<file path="config.mk">
export PLATFORM = sky130hd
export DESIGN_NAME = opb_register_ppc2simulink
export DESIGN_NICKNAME = d
export VERILOG_FILES = /design/src/rtl/opb_sw_reg_pkg.sv /design/src/rtl/opb_slave_decode.sv /design/src/rtl/opb_register_ppc2simulink.sv
export SDC_FILE = /design/constraint.sdc
export NUM_CORES = 1
export LEC_CHECK = 0
export CAP_MARGIN = 10
export CORE_UTILIZATION = 41
export CTS_CLUSTER_SIZE = 8
export DETAILED_ROUTE_END_ITERATION = 12
export PLACE_DENSITY = 0.92
export SYNTH_ARGS = -nofsm -noshare
export SYNTH_HDL_FRONTEND = slang
export SYNTH_SLANG_ARGS = --single-unit
</file>
<file path="constraint.sdc">
create_clock -name OPB_Clk -period 3.1 [get_ports OPB_Clk]
set_input_delay 0.775 -clock OPB_Clk [delete_from_list [all_inputs] [get_ports OPB_Clk]]
set_output_delay 0.775 -clock OPB_Clk [all_outputs]
set_load 0.005 [all_outputs]
</file>
<file path="src/rtl/opb_sw_reg_pkg.sv">
// Shared types and helpers for the OPB software-register family
// (ppc2simulink write registers and simulink2ppc status registers).
package opb_sw_reg_pkg;

    localparam int OPB_DWIDTH     = 32;
    localparam int NUM_BYTE_LANES = OPB_DWIDTH / 8;

    typedef enum logic {
        IDLE = 1'b0,
        ACK  = 1'b1
    } opb_state_e;

    // Mirrors bit indices: out[i] = in[31-i]. Moves a word between OPB
    // big-endian numbering and the index-preserving internal/user view.
    function automatic logic [31:0] bit_reverse32(input logic [31:0] x);
        logic [31:0] r;
        for (int i = 0; i < 32; i++) begin
            r[i] = x[31-i];
        end
        return r;
    endfunction

endpackage

</file>
<file path="src/rtl/opb_slave_decode.sv">
// OPB slave window decode plus the IDLE/ACK handshake FSM, shareable by
// every OPB software register.
module opb_slave_decode
    import opb_sw_reg_pkg::*;
#(
    parameter logic [31:0] C_BASEADDR   = 32'h0000_0000,
    parameter logic [31:0] C_HIGHADDR   = 32'h0000_00FF,
    parameter int          C_OPB_AWIDTH = 32
) (
    input  logic        clk_i,
    input  logic        rst_i,
    input  logic [0:31] abus_i,
    input  logic        select_i,
    output logic        start_o,
    output logic        off0_o,
    output logic        ack_o
);

    opb_state_e  state_q, state_d;
    logic [32:0] lo_diff, hi_diff;
    logic        in_window, hit;

    // Borrow-out range checks stay valid when the base is zero.
    assign lo_diff   = {1'b0, abus_i} - {1'b0, C_BASEADDR};
    assign hi_diff   = {1'b0, C_HIGHADDR} - {1'b0, abus_i};
    assign in_window = !lo_diff[32] && !hi_diff[32];
    assign hit       = select_i && in_window;

    assign off0_o  = (abus_i[C_OPB_AWIDTH-8 +: 6] == 6'd0);
    assign start_o = (state_q == IDLE) && hit;
    assign ack_o   = (state_q == ACK);

    always_ff @(posedge clk_i) begin
        if (rst_i) begin
            state_q <= IDLE;
        end else begin
            state_q <= state_d;
        end
    end

    // ACK ignores select so a master slow to drop it gets exactly one ack.
    always_comb begin
        state_d = state_q;
        case (state_q)
            IDLE:    if (hit) state_d = ACK;
            ACK:     state_d = IDLE;
            default: state_d = IDLE;
        endcase
    end

endmodule

</file>
<file path="src/rtl/opb_register_ppc2simulink.sv">
// PowerPC-writable 32-bit register on OPB, presented to fabric with a
// one-cycle update strobe on each byte-enabled write.
module opb_register_ppc2simulink
    import opb_sw_reg_pkg::*;
#(
    parameter logic [31:0] C_BASEADDR   = 32'h0000_0000,
    parameter logic [31:0] C_HIGHADDR   = 32'h0000_00FF,
    parameter int          C_OPB_AWIDTH = 32,
    parameter int          C_OPB_DWIDTH = 32,
    parameter string       C_FAMILY     = "virtex5",
    parameter logic [31:0] C_DEFAULT    = 32'h0000_0000
) (
    input  logic        OPB_Clk,
    input  logic        OPB_Rst,
    input  logic [0:31] OPB_ABus,
    input  logic [0:3]  OPB_BE,
    input  logic [0:31] OPB_DBus,
    input  logic        OPB_RNW,
    input  logic        OPB_select,
    input  logic        OPB_seqAddr,
    output logic [0:31] Sl_DBus,
    output logic        Sl_xferAck,
    output logic        Sl_errAck,
    output logic        Sl_retry,
    output logic        Sl_toutSup,
    output logic [31:0] user_data_out,
    output logic        user_data_valid
);

    logic        start, off0, ack;
    logic        wr_hit, rd_hit;
    logic [31:0] wdata;
    // Internal storage is index-preserving: data_q[i] holds OPB bit i.
    logic [31:0] data_q, data_d;
    logic [31:0] rdata_q, rdata_d;
    logic        valid_q, valid_d;
    logic        unused_ok;

    opb_slave_decode #(
        .C_BASEADDR   (C_BASEADDR),
        .C_HIGHADDR   (C_HIGHADDR),
        .C_OPB_AWIDTH (C_OPB_AWIDTH)
    ) u_decode (
        .clk_i    (OPB_Clk),
        .rst_i    (OPB_Rst),
        .abus_i   (OPB_ABus),
        .select_i (OPB_select),
        .start_o  (start),
        .off0_o   (off0),
        .ack_o    (ack)
    );

    assign wdata  = bit_reverse32(OPB_DBus);
    assign wr_hit = start && off0 && !OPB_RNW;
    assign rd_hit = start && off0 && OPB_RNW;

    always_comb begin
        data_d = data_q;
        if (wr_hit) begin
            for (int k = 0; k < NUM_BYTE_LANES; k++) begin
                if (OPB_BE[k]) data_d[8*k +: 8] = wdata[8*k +: 8];
            end
        end
    end

    // Read data is loaded only on the entering edge, so it is zero outside ACK.
    assign rdata_d = rd_hit ? bit_reverse32(data_q) : 32'h0;
    assign valid_d = wr_hit && (|OPB_BE);

    always_ff @(posedge OPB_Clk) begin
        if (OPB_Rst) begin
            data_q  <= bit_reverse32(C_DEFAULT);
            rdata_q <= 32'h0;
            valid_q <= 1'b0;
        end else begin
            data_q  <= data_d;
            rdata_q <= rdata_d;
            valid_q <= valid_d;
        end
    end

    assign Sl_DBus         = rdata_q;
    assign Sl_xferAck      = ack;
    assign Sl_errAck       = 1'b0;
    assign Sl_retry        = 1'b0;
    assign Sl_toutSup      = 1'b0;
    assign user_data_out   = bit_reverse32(data_q);
    assign user_data_valid = valid_q;

    assign unused_ok = OPB_seqAddr ^ (C_OPB_DWIDTH != OPB_DWIDTH) ^ (C_FAMILY == "");

endmodule

</file>
==> results of run 1 <==
## cells by family after synthesis
| logic type | Yosys count |
|---|---|
| simple gates | 91 |
| compound gates | 64 |
| other cells | 1 |
| flops | 66 |
| buf+inv | 28 |
## flip-flops by register name, summed over array words and instances, names as in the netlist
| register | cells |
|---|---|
| Sl_DBus | 32 |
| data_q | 32 |
| u_decode.ack_o | 1 |
| user_data_valid | 1 |
## metal layers
metal	wire length, um	GRT usage [%]	up-vias	part of all wire [%]
li1	-	-	1195	-
met1	2980	25.5	1161	40
met2	3910	41.4	125	53
met3	493	5.84	8	6.6
met4	63	8.57	0	0.85
met5	0	0	-	0
## tightest hold or removal path, stage by stage, from the launching register on
cell and delay, ns:
dfxtp_1 0.31, o31ai_1 0.06, a21oi_1 0.05
## how the worst max path moves through the flow
stage	startpoint	end	depth (start not counted)
detailed placement	OPB_ABus[6]	user_data_valid	6
finish	OPB_ABus[26]	data_q[23]	5
floorplan	OPB_ABus[10]	Sl_DBus[10]	5
global route	OPB_ABus[22]	user_data_valid	6
CTS	OPB_ABus[19]	user_data_valid	6
global placement	OPB_ABus[5]	user_data_valid	6
## cells in the final DEF (no fill, tap or decap), drive strengths merged
cell type      count
buf               10
dfxtp             66
a21oi             32
nor4               8
conb               3
nand4b             4
clkdlybuf4s50    135
and2              32
and3               1
and4               1
clkinv             2
nand3              2
o31ai             32
bufinv             1
clkbuf            12
and4b              4
nor2               2
nor4b              2
nor3               1
nand2              1
nand4             33
## synth_stat cells (all sizes together)
master / instances / share of area (%)
nand3: 2 / 0.59
nand4: 33 / 8.3
buf: 13 / 3.6
and3: 1 / 0.24
dfxtp: 66 / 52
and4: 1 / 0.34
a21oi: 32 / 6.3
and2: 32 / 7.8
nand4b: 4 / 2.3
conb: 1 / 0.15
nand2: 1 / 0.15
o31ai: 32 / 9.4
nor2: 2 / 0.39
nor4: 8 / 3.9
clkbuf: 15 / 2.2
nor3: 1 / 0.20
and4b: 4 / 1.6
nor4b: 2 / 0.93
## power groups by stage
stage / sequential (mW) / clock, mW / combinational (mW)
floorplan: 0.867 / 0 / 0.0206
global placement: 0.867 / 0 / 0.115
finish: 0.848 / 0.697 / 0.118
detailed placement: 0.867 / 0 / 0.116
CTS: 0.848 / 0.706 / 0.117
global route: 0.847 / 0.741 / 0.124
## final cells by class
type	count	share of cell area, %
clock buffer	12	3.52
tap	75	2.28
sequential	66	32.0
multi-input combinational	158	26.6
timing repair buffer	145	34.6
clock inverter	3	0.971
## through the flow
step,instances,hold slack [ns],utilization (%),setup slack [ns]
floorplan,252,0.469,-,1.06
global placement,444,0.461,66.1,0.444
detailed placement,444,0.469,66.1,0.341
CTS,459,0.477,69.2,0.705
global route,459,0.497,69.2,0.519
finish,459,0.475,69.2,0.697
==> impl.org, run 1 <==
** Hold path
- Hold Crit Depth :: 2
- Start point of the worst hold path :: data_q[7]
- Worst Hold Class :: reg2reg
- For hold timing, the worst endpoint is data_q[7].

** Placed design
- Final HPWL DP :: 5250 um
- Area post-placement :: 3940 sq um
- Placer Congestion :: 0.742
- Input/output buffers :: 135

** Logic synthesis
- The number of different library cells used by synthesis comes to 26.
- Synth Instances :: 250
- Mean Syn Cell Area :: 10.2 sq um
- Sequential element share of the synthesized area :: 51.7%
- Arithmetic-cell share of the synthesized area counting full adders, half adders and majority gates :: 0%
- After Yosys synthesis, XOR and XNOR cells account for 0% of the synthesized area.
- By area, the combinational part of the netlist is dominated by simple AND/OR/NAND/NOR gates.
- Of the post-synthesis cell area, the part taken by muxes is 0%.
- Area fraction in and, or, nand and nor cells after synthesis :: 26.8%
- Flop and latch count out of synthesis :: 66
- Cell area after technology mapping :: 2560 sq um
- Post-synthesis compound-gate area fraction :: 15.7%
- Yosys printed 0 warnings.

** Routing
- Remaining antenna violation count after routing :: 0
- In the final routed layout, each cell accounts on average for 16.2 um.
- After detailed routing, the number of vias per cell comes to 5.42.
- Summed over all layers, the routed wires come to 7450 um.
- In this run, the number of DRC markers left after iteration 0 of detailed routing was 127.
- Via Count :: 2489
- DRC violations left :: 0
- The first TritonRoute pass finished after 4 iterations.

** Setup path
- The worst setup path is of the in2reg kind.
- Critical Path AT :: 2.61 ns
- The startpoint identified for the worst register-to-register timing path is u_decode.ack_o.
- The worst register-to-register path has a depth of 5.
- Along the worst path, the maximum fanout reaches 10.
- For this design, the slowest cell found on the critical path is nor4_4.
- Largest stage delay on the critical path :: 0.61 ns
- The cell family contributing the most delay on the critical path is simple AND/OR/NAND/NOR gates.
- Slack of the worst reg-to-reg path :: 1.38 ns
- For the worst setup path, the data required time is 3.31 ns.
- The worst setup path is captured at a flop.
- Cell Chain, Critical Path :: clkdlybuf4s50_1, nor4_4, nand4b_2, o31ai_1, a21oi_1
- Critical path startpoint category :: input pin
- Worst Path Buf+Inv :: 1
- In this run the critical register-to-register path is captured at user_data_valid.

** Timing
- Final number of setup-violating endpoints :: 0
- The worst path in the final design needs a cycle of 2.40 ns, including I/O delays and setup.
- Number of max-slew violations in the final report :: 0
- At the pin with the least slew margin, the transition time is 0.612 ns.
- The worst pin sits at a relative slew slack of 58.9%.
- Unrepaired setup endpoints after global routing :: no
- The worst path uses 77.5% of the clock period.
- Between clock sinks in the finished design, the worst skew comes to 0.0114 ns.
- Final hold violation count :: 0
- Setup total negative slack :: 0 ns
- Maximum clock frequency :: 416 MHz

** Power and ir drop
- In this run the static leakage power is 1.47 nW.
- Logic gate share of total power :: 7.1%
- Power per unit of standard cell area :: 403 nW/um^2
- Per report_power, the sequential group accounts for 51.0% of the total.
- The internal power of the cells totals 1.32 mW.
- Peak supply drop :: 0.000249 V
- Switching power :: 344 uW
- Summing internal, switching and leakage power gives 1.66 mW.
- Proportion of power drawn by the clock network :: 42.0%
- Net switching is 20.7% of the power.

** Layout
- Sequential cell area :: 1320 sq um
- The area growth from synthesis to layout is 61.2%.
- Number of fillers in the final layout :: 459
- Number of diodes added for antenna fixing :: 0
- The post-route netlist has 9.38% of its cells at a drive strength greater than 1.
- After routing the design area is 4120 sq um.
- Multi-input logic area :: 1100 sq um
- Total Nets Final :: 453

** Floorplan
- Row count :: 28
- Width of the chip :: 81.0 um
- Pin placement for this block handled 142 I/O pins.
- Die boundary height :: 81.0 um
- Starting Density :: 42.9%
- Core region area :: 5960 sq um
- The die covers 6560 sq um.

** Global route
- The total overflow left after global routing is 0.
- Antenna violations before repair :: 0
- First-pass GRT wire length :: 11200 um
- Number of global-route vias before repair :: 2361
- Maximum number of pins on one net before global-route repair :: 33
- In the global route stage, overall resource usage came out at 22.9%.

** Clocking
- TritonCTS built the clock tree.
- Root buffer cell :: clkbuf_8
- For the worst-skew pair, the clock arrives at the later sink with an insertion delay of 0.34 ns.
- TritonCTS buffer count :: 9
- Clock-pin slew was measured on the worst setup and hold paths at 0.07 ns.
- Buffers inserted to repair hold after CTS numbered 0.
- The clock tree synthesis step divided the H-tree into 3 levels.
- Post-CTS Setup Inserts :: 0
- Clock Tree Buf Depth :: 2
- TritonCTS Sinks :: 66
- In this run, post-CTS repair resized a total of 0 instances.

** Flow run
- Number of max-capacitance violations reported :: 0

** Run status
- The run finished with clean final reports.
Note: power is estimated with default switching activity, not from simulation.
==> run 2, diff against run 1 <==
- CORE_UTILIZATION: 41 -> 35
- PLACE_DENSITY: 0.92 -> 0.84
- clock period: 3.1 -> 2 ns (I/O delays scaled with it)
==> run 2 against run 1 <==
Core utilization shrank 6.4 points. Non-clock buffer count grew 14. Final area is 5.9% higher. Sequential power rose by 54%. Critical path depth rose by 1. Critical endpoint is now data_q[10]. Combinational power is 69% higher. Worst setup slack lost 0.64 ns. Worst hold slack improved by 0.0049 ns. Via count up 3.9%. Highest routed layer unchanged. Clock skew fell by 0.0028 ns. Critical path type unchanged.
==> impl.org, run 2 (same netlist as run 1, synthesis figures left out) <==
** Routing
- The ratio of routed vias to standard cells was 5.23 (-3.5%).
- Via Count :: 2585 (+3.9%)
- Number of DRC violations after detailed-routing iteration 0 :: 157 (+24%)
- Final wirelength :: 8000 um (+7.4%)
- The post-detailed-route DRC marker count was 0 (unchanged).
- Remaining antenna violation count after routing :: 0 (unchanged)
- Average wire per cell in the routed design :: 16.2 um (-0.23%)
- Detailed-routing iteration count for the pre-antenna-repair pass :: 4 (unchanged)

** Timing
- Setup Skew :: 0.00862 ns (-0.00276 ns)
- The worst-case hold slack was 0.480 ns (+0.00491 ns).
- Final worst slack :: 0.0547 ns (-0.643 ns)
- The number of pins exceeding their max-slew limit in the final report came to 0 (unchanged).
- The total setup violations reported at the end of the flow was 0 (unchanged).
- The final critical path takes up 97.3% of the cycle.
- Setup total negative slack :: 0 ns (unchanged)
- Minimum period implied by the final worst setup slack :: 1.95 ns
- Static timing analysis puts the maximum clock frequency at 514 MHz.
- Final hold violation count :: 0 (unchanged)
- Setup repair after global routing could not meet its margin everywhere.

** Placed design
- The estimated wirelength of the detail-placed design is 5690 um (+8.3%).
- The post-detailed-placement cell area is 4110 sq um (+4.3%).
- Placer Congestion :: 0.801 (+8.0%)
- Pre-CTS setup slack :: -0.353 ns (-0.694 ns)
- Post-Place Cells :: 479 (+7.9%)
- The count of buffers inserted at the top-level ports was 135 (unchanged).

** Layout
- The area of all placed cells without fillers is 4370 sq um (+5.9%).
- Share of cells above drive strength 1 :: 14.3% (+4.9 points)
- The number of antenna repair diodes was 0 (unchanged).
- Number of fillers in the final layout :: 561 (+22%)
- The non-filler instance count after layout was 494 (+7.6%).
- Total Nets Final :: 467 (+3.1%)
- Area overhead of the layout relative to synthesis :: 70.7%
- Leading cell type in the layout, fill and taps excluded :: clkdlybuf4s50_1
- Highest-count cells in the layout ignoring fill and taps :: 135 x clkdlybuf4s50_1, 66 x dfxtp_1, 32 x nand4_1, 32 x a21oi_1, 32 x and2_1

** Clocking
- The level count of the clock H-tree is 3 (unchanged).
- The TritonCTS sink count came to 66 (unchanged).
- The clock input transition at the sequential cells of the worst setup and hold paths was 0.07 ns (about the same).
- The maximum clock path buffer count is 2 (unchanged).
- Clock tree synthesis selected as its root buffer the cell clkbuf_8.
- The number of CTS-inserted buffers is 9 (unchanged).
- CTS tree :: yes
- The number of setup buffers added after CTS was 0 (unchanged).
- The clock latency at the later pin of the worst-skew pair is 0.33 ns (about the same).

** Setup path
- Critical path startpoint category :: input pin
- On the critical path, the stage with the largest delay is an instance of clkdlybuf4s50_1.
- Critical Path AT :: 2.16 ns (-0.45 ns)
- Classification of the worst setup path :: in2reg
- The required time at the worst-slack endpoint came to 2.21 ns (-1.10 ns).
- The highest cell delay on the worst timing path is 0.46 ns (-0.15 ns).
- The critical-path maximum fanout is 10 (unchanged).
- STA classifies the critical path endpoint as a flop.
- Traced cell by cell, the critical path runs through clkdlybuf4s50_1, nor4_4, buf_6, nand4b_2, o31ai_1, a21oi_1.

** Floorplan
- Row count :: 30 (+7.1%)
- The x dimension of the die came to 87.5 um (+8.0%).
- Ports :: 142 (unchanged)
- Starting Density :: 36.8% (-6.1 points)
- The core area is 6940 sq um (+17%).
- Die boundary height :: 87.5 um (+8.0%)
- The area of the die came to 7650 sq um (+17%).

** Global route
- The wire length of the first global-routing pass is 12000 um (+6.4%).
- Number of global-route vias before repair :: 2533 (+7.3%)
- The number of antenna violations at the first check in global routing is 0 (unchanged).
- Maximum number of pins on one net before global-route repair :: 34 (+3.0%)
- Total grt overflow :: 0 (unchanged)
- The total global routing track utilization is 20.8% (-2.1 points).

** Power and ir drop
- Power per unit of standard cell area :: 593 nW/um^2 (+47%)
- The reported leakage power is 1.57 nW (+7.3%).
- Peak supply drop :: 0.000364 V (+46%)

** Hold path
- The path class of the tightest hold or removal check is reg2reg.

** Run status
- Status :: complete, no violations

** Flow run
- The number of maximum-capacitance constraint violations was 0 (unchanged).
run 2: metrics by stage:
step	utilization, %	power, mW
5_1_grt	62.9	2.69
4_1_cts	61.9	2.61
6_report	62.9	2.59
2_1_floorplan	-	1.38
3_5_place_dp	59.1	1.54
3_3_place_gp	59.1	1.53
run 2: repair_timing:
| item | 4_1_cts | 5_1_grt |
|---|---|---|
| hold buffers | 0 | 0 |
| endpoints found under the setup margin | 1 | 65 |
| pin swaps | 0 | 2 |
| gates resized for setup | 1 | 13 |
run 2: layer usage:
layer | vias to the layer above | global-route usage, % | share of wire, %
met4 | 0 | 8.94 | 1.4
met2 | 137 | 35.2 | 50
met3 | 10 | 6.64 | 8.9
met5 | - | 0 | 0
li1 | 1224 | - | -
met1 | 1214 | 24.0 | 40
run 2: path summary, 6_finish.rpt:
path	slack (ns)	cells after the start	start	endpoint
max reg2reg	0.46	6	u_decode.ack_o	data_q[10]
max	0.05	6	OPB_ABus[26]	data_q[10]
min	0.48	2	data_q[19]	data_q[19]
min reg2reg	0.48	2	data_q[19]	data_q[19]
run 2: critical path, delay by kind of cell:
family / cells / cell delay, ns
buf+inv: 2 / 0.65
simple gates: 2 / 0.57
compound gates: 2 / 0.44
run 2: layout make-up:
class | instances | area [sq um] | share of cell area, %
repair buffers | 159 | 1590 | 36.4
multi-input cells | 158 | 1150 | 26.4
clock inverters | 3 | 40.0 | 0.917
clock buffers | 12 | 145 | 3.32
well taps | 96 | 120 | 2.75
flip-flops and latches | 66 | 1320 | 30.3
run 2: power breakdown:
| group | internal [mW] | total (mW) | switching (mW) |
|---|---|---|---|
| registers | 1.31 | 1.31 | 0.000000000957 |
| logic | 0.139 | 0.199 | 0.0599 |
| clock network | 0.600 | 1.08 | 0.477 |
| total | 2.05 | 2.59 | 0.537 |
